`src/rtl/psram_pkg.sv`:
```
// Shared constants and types for the PSRAM QSPI/QPI responder.
// Command codes, FSM states and output-enable patterns.
package psram_pkg;

    localparam logic [7:0] CMD_READ    = 8'h03;
    localparam logic [7:0] CMD_WRITE   = 8'h02;
    localparam logic [7:0] CMD_QWRITE  = 8'h38;
    localparam logic [7:0] CMD_QREAD   = 8'hEB;
    localparam logic [7:0] CMD_QPI_ON  = 8'h35;
    localparam logic [7:0] CMD_QPI_OFF = 8'hF5;

    localparam logic [3:0] OE_SPI  = 4'b0010;
    localparam logic [3:0] OE_QUAD = 4'hF;

    typedef enum logic [2:0] {
        IDLE,
        CMD,
        ADDR,
        DUMMY,
        RDATA,
        WDATA,
        IGNORE
    } state_t;

    // Index of the final sck edge of a phase carrying 'bits' bits.
    function automatic logic [7:0] last_beat(
        input logic       wide,
        input logic [7:0] bits
    );
        return wide ? (bits >> 2) - 8'd1 : bits - 8'd1;
    endfunction

endpackage

```
`src/rtl/psram_sck_sync.sv`:
```
// Synchronizes sck, ce_n and sio_in into HCLK and derives edge pulses.
// sck pulses are suppressed while the synced ce_n is high.
module psram_sck_sync #(
    parameter int SYNC_STAGES = 2
) (
    input  logic       clk,
    input  logic       rst_n,
    input  logic       sck,
    input  logic       ce_n,
    input  logic [3:0] sio_in,
    output logic [3:0] sio,
    output logic       sck_rise,
    output logic       sck_fall,
    output logic       ce_fall,
    output logic       ce_rise
);

    logic [SYNC_STAGES-1:0] sck_q;
    logic [SYNC_STAGES-1:0] ce_q;
    logic [3:0]             sio_q [SYNC_STAGES];
    logic                   sck_p;
    logic                   ce_p;
    logic                   sck_s;
    logic                   ce_s;

    always_ff @(posedge clk or negedge rst_n) begin
        if (!rst_n) begin
            sck_q <= '0;
            ce_q  <= '1;
            sck_p <= 1'b0;
            ce_p  <= 1'b1;
            for (int i = 0; i < SYNC_STAGES; i++) begin
                sio_q[i] <= '0;
            end
        end else begin
            sck_q    <= {sck_q[SYNC_STAGES-2:0], sck};
            ce_q     <= {ce_q[SYNC_STAGES-2:0], ce_n};
            sio_q[0] <= sio_in;
            for (int i = 1; i < SYNC_STAGES; i++) begin
                sio_q[i] <= sio_q[i-1];
            end
            sck_p <= sck_s;
            ce_p  <= ce_s;
        end
    end

    assign sck_s    = sck_q[SYNC_STAGES-1];
    assign ce_s     = ce_q[SYNC_STAGES-1];
    assign sio      = sio_q[SYNC_STAGES-1];
    assign sck_rise = sck_s & ~sck_p & ~ce_s;
    assign sck_fall = ~sck_s & sck_p & ~ce_s;
    assign ce_fall  = ~ce_s & ce_p;
    assign ce_rise  = ce_s & ~ce_p;

endmodule

```
`src/rtl/psram_qspi_responder.sv`:
```
// PSRAM device-side QSPI/QPI responder: decodes the serial link into
// single-cycle accesses on a byte-wide synchronous memory port.
module psram_qspi_responder
    import psram_pkg::*;
#(
    parameter int ADDR_W      = 24,
    parameter int WAIT_CYCLES = 6,
    parameter int SYNC_STAGES = 2
) (
    input  logic              HCLK,
    input  logic              HRESETn,
    input  logic              sck,
    input  logic              ce_n,
    input  logic [3:0]        sio_in,
    output logic [3:0]        sio_out,
    output logic [3:0]        sio_outen,
    output logic              qpi_mode,
    output logic [ADDR_W-1:0] mem_addr,
    output logic [7:0]        mem_wdata,
    output logic              mem_we,
    output logic              mem_re,
    input  logic [7:0]        mem_rdata
);

    logic [3:0] sio;
    logic       sck_rise;
    logic       sck_fall;
    logic       ce_fall;
    logic       ce_rise;

    psram_sck_sync #(
        .SYNC_STAGES(SYNC_STAGES)
    ) u_sync (
        .clk     (HCLK),
        .rst_n   (HRESETn),
        .sck     (sck),
        .ce_n    (ce_n),
        .sio_in  (sio_in),
        .sio     (sio),
        .sck_rise(sck_rise),
        .sck_fall(sck_fall),
        .ce_fall (ce_fall),
        .ce_rise (ce_rise)
    );

    state_t            state, state_d;
    logic              qpi_d;
    logic [7:0]        cnt, cnt_d;
    logic [23:0]       sreg, sreg_d;
    logic              quad, quad_d;
    logic              rd, rd_d;
    logic              dmy, dmy_d;
    logic [ADDR_W-1:0] addr_d;
    logic [7:0]        wdata_d;
    logic              we_d, re_d;
    logic [3:0]        out_d, oen_d;
    logic [7:0]        obyte, obyte_d;
    logic [2:0]        ocnt, ocnt_d;
    logic              re_dly;

    logic              wide;
    logic [23:0]       sh_next;
    logic [7:0]        code;
    logic [7:0]        cur;

    always_ff @(posedge HCLK or negedge HRESETn) begin
        if (!HRESETn) begin
            state     <= IDLE;
            qpi_mode  <= 1'b0;
            cnt       <= '0;
            sreg      <= '0;
            quad      <= 1'b0;
            rd        <= 1'b0;
            dmy       <= 1'b0;
            mem_addr  <= '0;
            mem_wdata <= '0;
            mem_we    <= 1'b0;
            mem_re    <= 1'b0;
            sio_out   <= '0;
            sio_outen <= '0;
            obyte     <= '0;
            ocnt      <= '0;
            re_dly    <= 1'b0;
        end else begin
            state     <= state_d;
            qpi_mode  <= qpi_d;
            cnt       <= cnt_d;
            sreg      <= sreg_d;
            quad      <= quad_d;
            rd        <= rd_d;
            dmy       <= dmy_d;
            mem_addr  <= addr_d;
            mem_wdata <= wdata_d;
            mem_we    <= we_d;
            mem_re    <= re_d;
            sio_out   <= out_d;
            sio_outen <= oen_d;
            obyte     <= obyte_d;
            ocnt      <= ocnt_d;
            re_dly    <= mem_re;
        end
    end

    // Command phase width follows the link mode; later phases follow the command.
    assign wide    = (state == CMD) ? qpi_mode : quad;
    assign sh_next = wide ? {sreg[19:0], sio} : {sreg[22:0], sio[0]};
    assign code    = sh_next[7:0];
    // Read data may be needed on the same cycle it returns from memory.
    assign cur     = re_dly ? mem_rdata : obyte;

    always_comb begin
        state_d = state;
        qpi_d   = qpi_mode;
        cnt_d   = cnt;
        sreg_d  = sreg;
        quad_d  = quad;
        rd_d    = rd;
        dmy_d   = dmy;
        addr_d  = mem_addr;
        wdata_d = mem_wdata;
        we_d    = 1'b0;
        re_d    = 1'b0;
        out_d   = sio_out;
        oen_d   = sio_outen;
        obyte_d = cur;
        ocnt_d  = ocnt;

        if (mem_we || mem_re) begin
            addr_d = mem_addr + ADDR_W'(1);
        end

        if (ce_rise) begin
            state_d = IDLE;
            cnt_d   = '0;
            ocnt_d  = '0;
            out_d   = '0;
            oen_d   = '0;
        end else begin
            unique case (state)
                IDLE: begin
                    if (ce_fall) begin
                        state_d = CMD;
                        cnt_d   = '0;
                    end
                end
                CMD: begin
                    if (sck_rise) begin
                        sreg_d = sh_next;
                        cnt_d  = cnt + 8'd1;
                        if (cnt == last_beat(qpi_mode, 8'd8)) begin
                            cnt_d   = '0;
                            state_d = IGNORE;
                            unique case (1'b1)
                                (code == CMD_READ) && !qpi_mode: begin
                                    state_d = ADDR;
                                    quad_d  = 1'b0;
                                    rd_d    = 1'b1;
                                    dmy_d   = 1'b0;
                                end
                                code == CMD_WRITE: begin
                                    state_d = ADDR;
                                    quad_d  = qpi_mode;
                                    rd_d    = 1'b0;
                                    dmy_d   = 1'b0;
                                end
                                code == CMD_QWRITE: begin
                                    state_d = ADDR;
                                    quad_d  = 1'b1;
                                    rd_d    = 1'b0;
                                    dmy_d   = 1'b0;
                                end
                                code == CMD_QREAD: begin
                                    state_d = ADDR;
                                    quad_d  = 1'b1;
                                    rd_d    = 1'b1;
                                    dmy_d   = (WAIT_CYCLES != 0);
                                end
                                (code == CMD_QPI_ON) && !qpi_mode: begin
                                    qpi_d = 1'b1;
                                end
                                (code == CMD_QPI_OFF) && qpi_mode: begin
                                    qpi_d = 1'b0;
                                end
                                default: ;
                            endcase
                        end
                    end
                end
                ADDR: begin
                    if (sck_rise) begin
                        sreg_d = sh_next;
                        cnt_d  = cnt + 8'd1;
                        if (cnt == last_beat(quad, 8'd24)) begin
                            cnt_d  = '0;
                            addr_d = sh_next[ADDR_W-1:0];
                            ocnt_d = '0;
                            if (!rd) begin
                                state_d = WDATA;
                            end else begin
                                re_d = 1'b1;
                                if (dmy) begin
                                    state_d = DUMMY;
                                end else begin
                                    state_d = RDATA;
                                    oen_d   = quad ? OE_QUAD : OE_SPI;
                                end
                            end
                        end
                    end
                end
                DUMMY: begin
                    if (sck_rise) begin
                        cnt_d = cnt + 8'd1;
                        if (cnt == 8'(WAIT_CYCLES - 1)) begin
                            cnt_d   = '0;
                            state_d = RDATA;
                            oen_d   = OE_QUAD;
                        end
                    end
                end
                RDATA: begin
                    if (sck_fall) begin
                        ocnt_d = ocnt + 3'd1;
                        if (quad) begin
                            out_d = ocnt[0] ? cur[3:0] : cur[7:4];
                            if (ocnt == 3'd1) begin
                                ocnt_d = '0;
                                re_d   = 1'b1;
                            end
                        end else begin
                            out_d = {2'b00, cur[3'd7 - ocnt], 1'b0};
                            if (ocnt == 3'd7) begin
                                ocnt_d = '0;
                                re_d   = 1'b1;
                            end
                        end
                    end
                end
                WDATA: begin
                    if (sck_rise) begin
                        sreg_d = sh_next;
                        cnt_d  = cnt + 8'd1;
                        if (cnt == last_beat(quad, 8'd8)) begin
                            cnt_d   = '0;
                            we_d    = 1'b1;
                            wdata_d = sh_next[7:0];
                        end
                    end
                end
                IGNORE: ;
                default: state_d = IDLE;
            endcase
        end
    end

endmodule

```
`config.mk`:
```
export PLATFORM = sky130hd
export DESIGN_NAME = psram_qspi_responder
export DESIGN_NICKNAME = d
export VERILOG_FILES = /design/src/rtl/psram_pkg.sv /design/src/rtl/psram_sck_sync.sv /design/src/rtl/psram_qspi_responder.sv
export SDC_FILE = /design/constraint.sdc
export NUM_CORES = 1
export LEC_CHECK = 0
export CAP_MARGIN = 20
export CORE_ASPECT_RATIO = 1.75
export CORE_UTILIZATION = 30
export DETAILED_ROUTE_END_ITERATION = 8
export PLACE_DENSITY_LB_ADDON = 0.2
export SYNTH_ARGS = -nofsm -noshare
export SYNTH_HDL_FRONTEND = slang
export SYNTH_SLANG_ARGS = --single-unit
export TNS_END_PERCENT = 100
```
`constraint.sdc`:
```
create_clock -name HCLK -period 5.1 [get_ports HCLK]
set_clock_uncertainty 0.1 [all_clocks]
set_input_delay 1.02 -clock HCLK [delete_from_list [all_inputs] [get_ports HCLK]]
set_output_delay 1.02 -clock HCLK [all_outputs]
set_load 0.03 [all_outputs]
```
==> results of run 1 <==
-- synthesized netlist by cell type (all sizes together), types with 3 or more instances --
library cell | number | area [um^2]
dfrtp | 101 | 2530
nand2 | 68 | 255
mux2i | 46 | 473
nor2 | 44 | 165
o21ai | 41 | 205
xnor2 | 25 | 219
a21oi | 23 | 119
buf | 20 | 124
clkbuf | 15 | 56.3
inv | 15 | 56.3
mux2 | 13 | 158
nand3 | 12 | 60.1
nand4 | 11 | 75.1
nor3 | 10 | 50.1
nor4 | 8 | 50.1
ha | 7 | 87.6
and3 | 6 | 37.5
nor2b | 6 | 37.5
nand2b | 5 | 31.3
or3 | 5 | 31.3
and2 | 4 | 25.0
nor3b | 4 | 41.3
xor2 | 4 | 35.0
dfstp | 3 | 78.8
nand3b | 3 | 22.5
nor4bb | 3 | 30.0
o2111ai | 3 | 26.3
o31ai | 3 | 22.5
or2 | 3 | 18.8
or4b | 3 | 30.0
-- path summary, 6_finish.rpt --
path | slack, ns | startpoint | end
min reg2reg | 0.25 | u_sync.sck_q[0]$_DFF_PN0_ | u_sync.sck_q[1]$_DFF_PN0_
max reg2reg | 2.05 | state[0]$_DFFE_PN0P_ | qpi_mode$_DFFE_PN0P_
min in group asynchronous | 0.70 | HRESETn | mem_wdata[1]$_DFFE_PN0P_
max in group asynchronous | 3.16 | HRESETn | mem_addr[13]$_DFF_PN0_
max | 2.05 | state[0]$_DFFE_PN0P_ | qpi_mode$_DFFE_PN0P_
min | 0.25 | u_sync.sck_q[0]$_DFF_PN0_ | u_sync.sck_q[1]$_DFF_PN0_
-- cell families (layout without fill, tap and decap cells) --
kind of cell    count (synthesis)  in the layout  share of synthesized area, %
compound gates                 91             91                          10.2
xor+xnor                       29             29                          4.66
fa+ha+maj                       7              7                          1.61
buf+inv                        50             94                          4.34
flops                         104            104                          47.8
mux                            61             61                          12.4
simple gates                  203            203                          19.0
-- where the power goes --
| group | total [uW] | leakage [uW] | switching (uW) | internal, uW |
|---|---|---|---|---|
| clock network | 700 | 0.000145 | 351 | 349 |
| logic | 352 | 0.00112 | 204 | 149 |
| registers | 954 | 0.00141 | 96.3 | 858 |
-- flip-flops by register name, indices dropped and copies added (netlist names), 2 cells and up --
| name | cells |
|---|---|
| u_sync.sck_q | 2 |
| sreg | 23 |
| obyte | 8 |
| ocnt | 3 |
| u_sync.ce_q | 2 |
| mem_addr | 24 |
| u_sync.sio | 4 |
| mem_wdata | 8 |
| u_sync.sio_q | 4 |
| state | 3 |
| sio_out | 4 |
| sio_outen | 2 |
| cnt | 8 |
-- final cells by class --
cell class,count,share of cell area [%]
Clock buffer,9,3.46
Sequential cell,104,40.0
Multi-Input combinational cell,391,40.2
Timing Repair Buffer,63,9.77
Clock inverter,7,1.27
Tap cell,231,4.44
Inverter,15,0.865
-- per-layer routing --
layer  GRT usage, %  up-vias  share of wire (%)
li1               -     1988                  -
met1           15.9     2003                 39
met2           29.2       60                 57
met3           2.35       13                2.2
met4           4.80        0                1.7
met5              0        -                  0
-- through the flow --
step	total power, uW	area [um^2]	worst slack (ns)	instances	util [%]
4_1_cts	2030	6480	1.65	819	36.8
5_1_grt	2100	6510	1.87	820	36.9
6_report	2010	6510	2.05	820	36.9
3_5_place_dp	1330	6170	1.63	803	35.0
2_1_floorplan	1220	5450	2.81	545	-
3_3_place_gp	1320	6170	1.88	803	35.0
-- worst reg2reg max path, delay by kind of cell, from the launching register on --
| family | cells | cell delay, ns |
|---|---|---|
| flip-flops | 1 | 0.70 |
| multiplexers | 2 | 1.10 |
| AND/OR/NAND/NOR | 4 | 1.10 |
==> out/summary.log, run 1 <==
INFO  drt            post_drt_wl_per_cell=16.2um
INFO  yosys          synthFlopType=dfrtp_1
INFO  yosys          synth_async_sr_flop_share=100%
INFO  yosys          cell_area_after_synthesis=5450um^2
INFO  timing         timing_hold_violations_final=0
INFO  finish         most_frequent_cells_in_the_layout=dfrtp_1, nand2_1, clkdlybuf4s50_1, mux2i_1, nor2_1
INFO  drt            routed_via_density=4.96
INFO  floorplanning  pin_count=59
INFO  finish         layout.cells.most_common=dfrtp_1
INFO  clocking       clk_root_buffer_cell=clkbuf_16
INFO  critical_path  crit_required=5.28ns
INFO  finish         multi_input_gate_area=2610um^2
INFO  yosys          yosys_register_bits=104
INFO  yosys          number_of_enable_flip_flop_cells_after_synthesis=0
INFO  clocking       ctsHoldBuffers=0
INFO  global_route   globalRouteTotalUtil=14.9%
INFO  floorplanning  fp.coreArea=17600um^2
INFO  clocking       htreeDepth=3
INFO  critical_path  critical_path_slowest_stage_cell=mux2i_4
INFO  global_route   grt_pass1_wl=22.3mm
INFO  timing         fin_crit_sh=59.9%
INFO  run            cap_viol_max_count=0
INFO  drt            drt.antenna.violating_nets=0
INFO  power_and_ir_drop vdd_ir_drop_max=142uV
INFO  global_route   grt_overflow_total=0
INFO  floorplanning  core.rowCount=64
INFO  finish         fin_nets=607
INFO  clocking       path_clk_slew=0.07ns
INFO  finish         layout_cell_share_with_drive_strength_beyond_1=8.49%
INFO  finish         antenna_cells_inserted=0
INFO  floorplanning  dieArea=18700um^2
INFO  worst_hold_path holdCritPathClass=register to register
INFO  critical_path  timing.critical_path.to_type=register
INFO  global_route   antenna_found_initial=0
INFO  clocking       tritoncts=yes
INFO  placement      detailedPlacementHpwl=9.69mm
INFO  timing         fmax=327MHz
INFO  clocking       cts_setup_buffers=0
INFO  power_and_ir_drop power.density=308nW/um^2
INFO  status         outcome=finished clean
INFO  critical_path  path_cells=nor3b_4 -> mux2i_4 -> mux2_2 -> nand2_1 -> or4b_1 -> nand3_1
INFO  timing         finalSetupTns=0ns
INFO  floorplanning  floorplan.initialDensity=31.0%
INFO  clocking       cts_buffer_depth=2
INFO  timing         tightest_slew=0.942ns
INFO  critical_path  timing.critical_path.from_type=register
INFO  finish         nFillCells=1794
INFO  drt            detail_route.first_pass.iterations=4
INFO  finish         ff_latch_area=2610um^2
INFO  floorplanning  die_w=104um
INFO  timing         hold_ws=0.252ns
INFO  clocking       clock-sinks=104
INFO  drt            postRouteWirelength=13.3mm
INFO  critical_path  cell_family_contributing_the_most_delay_on_the_critical_path=multiplexers
INFO  timing         number_of_pins_exceeding_their_max_slew_limit_in_the_final_report=0
INFO  clocking       clk_latency=0.36ns
INFO  drt            dr.first_iter.drc_count=135
INFO  clocking       cts_bufs_inserted=9
INFO  worst_hold_path hold_path_depth=0
INFO  yosys          post_synth_inst_count=545
INFO  global_route   grt_start_max_net_pins=72
INFO  yosys          synth.distinct_cells=62
INFO  yosys          syn-num-nets=568
INFO  yosys          avgSynthCellArea=10.0um^2
INFO  critical_path  timing.setup.critical_path_class=register to register
INFO  placement      port_buffers=58
INFO  critical_path  critPathArrivalTime=3.23ns
INFO  yosys          ys_seq_area_share=47.8%
INFO  critical_path  path_depth=6
INFO  critical_path  max_stage_delay=0.75ns
INFO  finish         area_growth_syn_to_layout=19.4%
INFO  drt            remaining_drc_errors=0
INFO  floorplanning  chipHeight=180um
INFO  power_and_ir_drop cellLeakagePower=0.00268uW
INFO  critical_path  r2r_cells=6
INFO  timing         setup_violations=0
INFO  placement      gpl.final_weighted_congestion=0.788
INFO  clocking       post_cts_resized=0
INFO  critical_path  worstPathBufferInverterCount=0
INFO  drt            via_count=4064
INFO  timing         grt_setup_unrepaired=false
INFO  timing         worst_case_headroom_to_the_max_slew_limit=37.2%
INFO  global_route   grt_pass1_vias=4219
INFO  critical_path  critPathMaxFanout=18
INFO  timing         final.min_clock_period=3.05ns
INFO  yosys          ys.warnings.count=0
(Power assumes the default switching activity.)
==> inputs of run 2 (changes only) <==
Clock period 5.1 ns to 2.6 ns, I/O delays scaled along.
==> out/summary.log, run 2 (synthesis results as in run 1) <==
INFO  status         outcome=finished clean
INFO  critical_path  worstPathBufferInverterCount=0
INFO  power_and_ir_drop clockPowerShare=34.8%
INFO  drt            post_drt_wl_per_cell=16.4um
INFO  power_and_ir_drop seqPwrFrac=44.1%
INFO  clocking       clk_latency=0.35ns
INFO  timing         fmax=422MHz
INFO  drt            remaining_drc_errors=0
INFO  drt            via_count=4151
INFO  critical_path  path_cells=nor3b_4 -> mux2i_4 -> mux2_2 -> nand2_1 -> or4b_1 -> nand3_1
INFO  global_route   antenna_found_initial=0
INFO  timing         fin_crit_sh=91.1%
INFO  critical_path  max_stage_delay=0.52ns
INFO  clocking       cts_buffer_depth=2
INFO  critical_path  r2r_cells=6
INFO  critical_path  cell_family_contributing_the_most_delay_on_the_critical_path=simple AND/OR/NAND/NOR gates
INFO  power_and_ir_drop cellLeakagePower=0.00278uW
INFO  global_route   globalRouteTotalUtil=15.3%
INFO  timing         timing_hold_violations_final=0
INFO  floorplanning  floorplan.initialDensity=31.0%
INFO  placement      gpl.final_weighted_congestion=0.799
INFO  power_and_ir_drop intPower=2810uW
INFO  critical_path  crit_required=2.78ns
INFO  finish         fin_nets=626
INFO  floorplanning  pin_count=59
INFO  power_and_ir_drop vdd_ir_drop_max=330uV
INFO  clocking       clk_root_buffer_cell=clkbuf_16
INFO  drt            routed_via_density=4.95
INFO  global_route   grt_start_max_net_pins=47
INFO  finish         registers.top_by_ff_count=mem_addr
INFO  clocking       cts_setup_buffers=0
INFO  clocking       tritoncts=yes
INFO  power_and_ir_drop power_frac_comb=21.1%
INFO  placement      detailedPlacementHpwl=10.4mm
INFO  timing         tightest_slew=0.569ns
INFO  power_and_ir_drop power.density=613nW/um^2
INFO  placement      port_buffers=58
INFO  power_and_ir_drop p_sw=1280uW
INFO  floorplanning  die_w=104um
INFO  finish         area_growth_syn_to_layout=22.3%
INFO  critical_path  critPathMaxFanout=8
INFO  power_and_ir_drop power.share.switching=31.4%
INFO  timing         worst_case_headroom_to_the_max_slew_limit=61.9%
INFO  run            cap_viol_max_count=0
INFO  drt            postRouteWirelength=13.8mm
INFO  floorplanning  core.rowCount=64
INFO  global_route   grt_overflow_total=0
INFO  clocking       clock-sinks=104
INFO  timing         setup_violations=0
INFO  timing         grt_setup_unrepaired=false
INFO  finish         number_of_flip_flops_in_the_largest_register=24
INFO  finish         layout_cell_share_with_drive_strength_beyond_1=11.5%
INFO  timing         final.min_clock_period=2.37ns
INFO  global_route   grt_pass1_wl=22.7mm
INFO  critical_path  crit-reg2reg-capture=qpi_mode$_DFFE_PN0P_
INFO  floorplanning  dieArea=18700um^2
INFO  finish         finish.cell_count_without_fillers=839
INFO  critical_path  r2r_start=state[2]$_DFFE_PN0P_
INFO  finish         layout.cells.most_common=dfrtp_1
INFO  critical_path  timing.critical_path.to_type=register
INFO  placement      placed_cells_incl_taps=823
INFO  timing         number_of_pins_exceeding_their_max_slew_limit_in_the_final_report=0
INFO  timing         finalSetupTns=0ns
INFO  clocking       cts_bufs_inserted=9
INFO  drt            drt.antenna.violating_nets=0
INFO  critical_path  timing.critical_path.from_type=register
INFO  drt            detail_route.first_pass.iterations=4
INFO  critical_path  critical_path_slowest_stage_cell=or4b_1
INFO  finish         biggestRegsByFlops=mem_addr: 24 flops, sreg: 23 flops
INFO  finish         antenna_cells_inserted=0
INFO  drt            dr.first_iter.drc_count=143
INFO  critical_path  critPathArrivalTime=2.55ns
INFO  finish         most_frequent_cells_in_the_layout=dfrtp_1, nand2_1, clkdlybuf4s50_1, mux2i_1, nor2_1
INFO  finish         multi_input_gate_area=2620um^2
INFO  critical_path  rrSetupSlack=0.23ns
INFO  worst_hold_path holdCritPathClass=primary input to asynchronous set/reset pin
INFO  clocking       htreeDepth=3
INFO  finish         nFillCells=1813
INFO  floorplanning  chipHeight=180um
INFO  floorplanning  fp.coreArea=17600um^2
INFO  global_route   grt_pass1_vias=4345
INFO  finish         ff_latch_area=2610um^2
INFO  critical_path  timing.setup.critical_path_class=register to register
INFO  clocking       path_clk_slew=0.07ns
run 2: power by group through the flow:
stage / sequential [uW] / combinational [uW] / clock [uW]
2_1_floorplan: 1760 / 636 / 0
3_3_place_gp: 1830 / 841 / 0
3_5_place_dp: 1830 / 855 / 0
4_1_cts: 1800 / 859 / 1470
5_1_grt: 1820 / 957 / 1530
6_report: 1800 / 865 / 1420
run 2: metal layers:
layer / global-route usage (%) / wire (um) / vias up
met5: 0 / 0 / -
met4: 5.54 / 280 / 0
met3: 2.03 / 325 / 28
met2: 30.5 / 7970 / 74
met1: 15.9 / 5200 / 2025
li1: - / - / 2024
run 2: through the flow:
stage,setup slack [ns],instance area (um^2),power [uW],hold slack (ns),util (%)
floorplan,0.350,5450,2400,0.124,-
CTS,0.220,6660,4130,0.0787,37.8
finish,0.233,6670,4090,0.0561,37.8
global route,0.106,6670,4300,0.0954,37.8
global placement,0.250,6350,2670,0.236,36.0
detailed placement,0.248,6350,2690,0.239,36.0
run 2: how the worst max path moves through the flow:
| stage | cells after the start | startpoint | endpoint | slack, ns |
|---|---|---|---|---|
| floorplan | 6 | state[1]$_DFFE_PN0P_ | qpi_mode$_DFFE_PN0P_ | 0.35 |
| global placement | 6 | state[2]$_DFFE_PN0P_ | qpi_mode$_DFFE_PN0P_ | 0.25 |
| detailed placement | 6 | state[2]$_DFFE_PN0P_ | qpi_mode$_DFFE_PN0P_ | 0.25 |
| CTS | 6 | state[2]$_DFFE_PN0P_ | qpi_mode$_DFFE_PN0P_ | 0.22 |
| global route | 7 | state[2]$_DFFE_PN0P_ | mem_addr[8]$_DFF_PN0_ | 0.11 |
| finish | 6 | state[2]$_DFFE_PN0P_ | qpi_mode$_DFFE_PN0P_ | 0.23 |
run 2: final cells by class:
cell class | count | share of cell area, %
repair buffers | 82 | 11.7
inverters | 15 | 0.845
flip-flops and latches | 104 | 39.1
clock buffers | 9 | 3.38
well taps | 231 | 4.34
multi-input cells | 391 | 39.3
clock inverters | 7 | 1.30
run 2: repair_timing:
item / 4_1_cts / 5_1_grt
gates resized for setup: 0 / 1
setup endpoints to repair: 0 / 2
hold buffers: 0 / 0
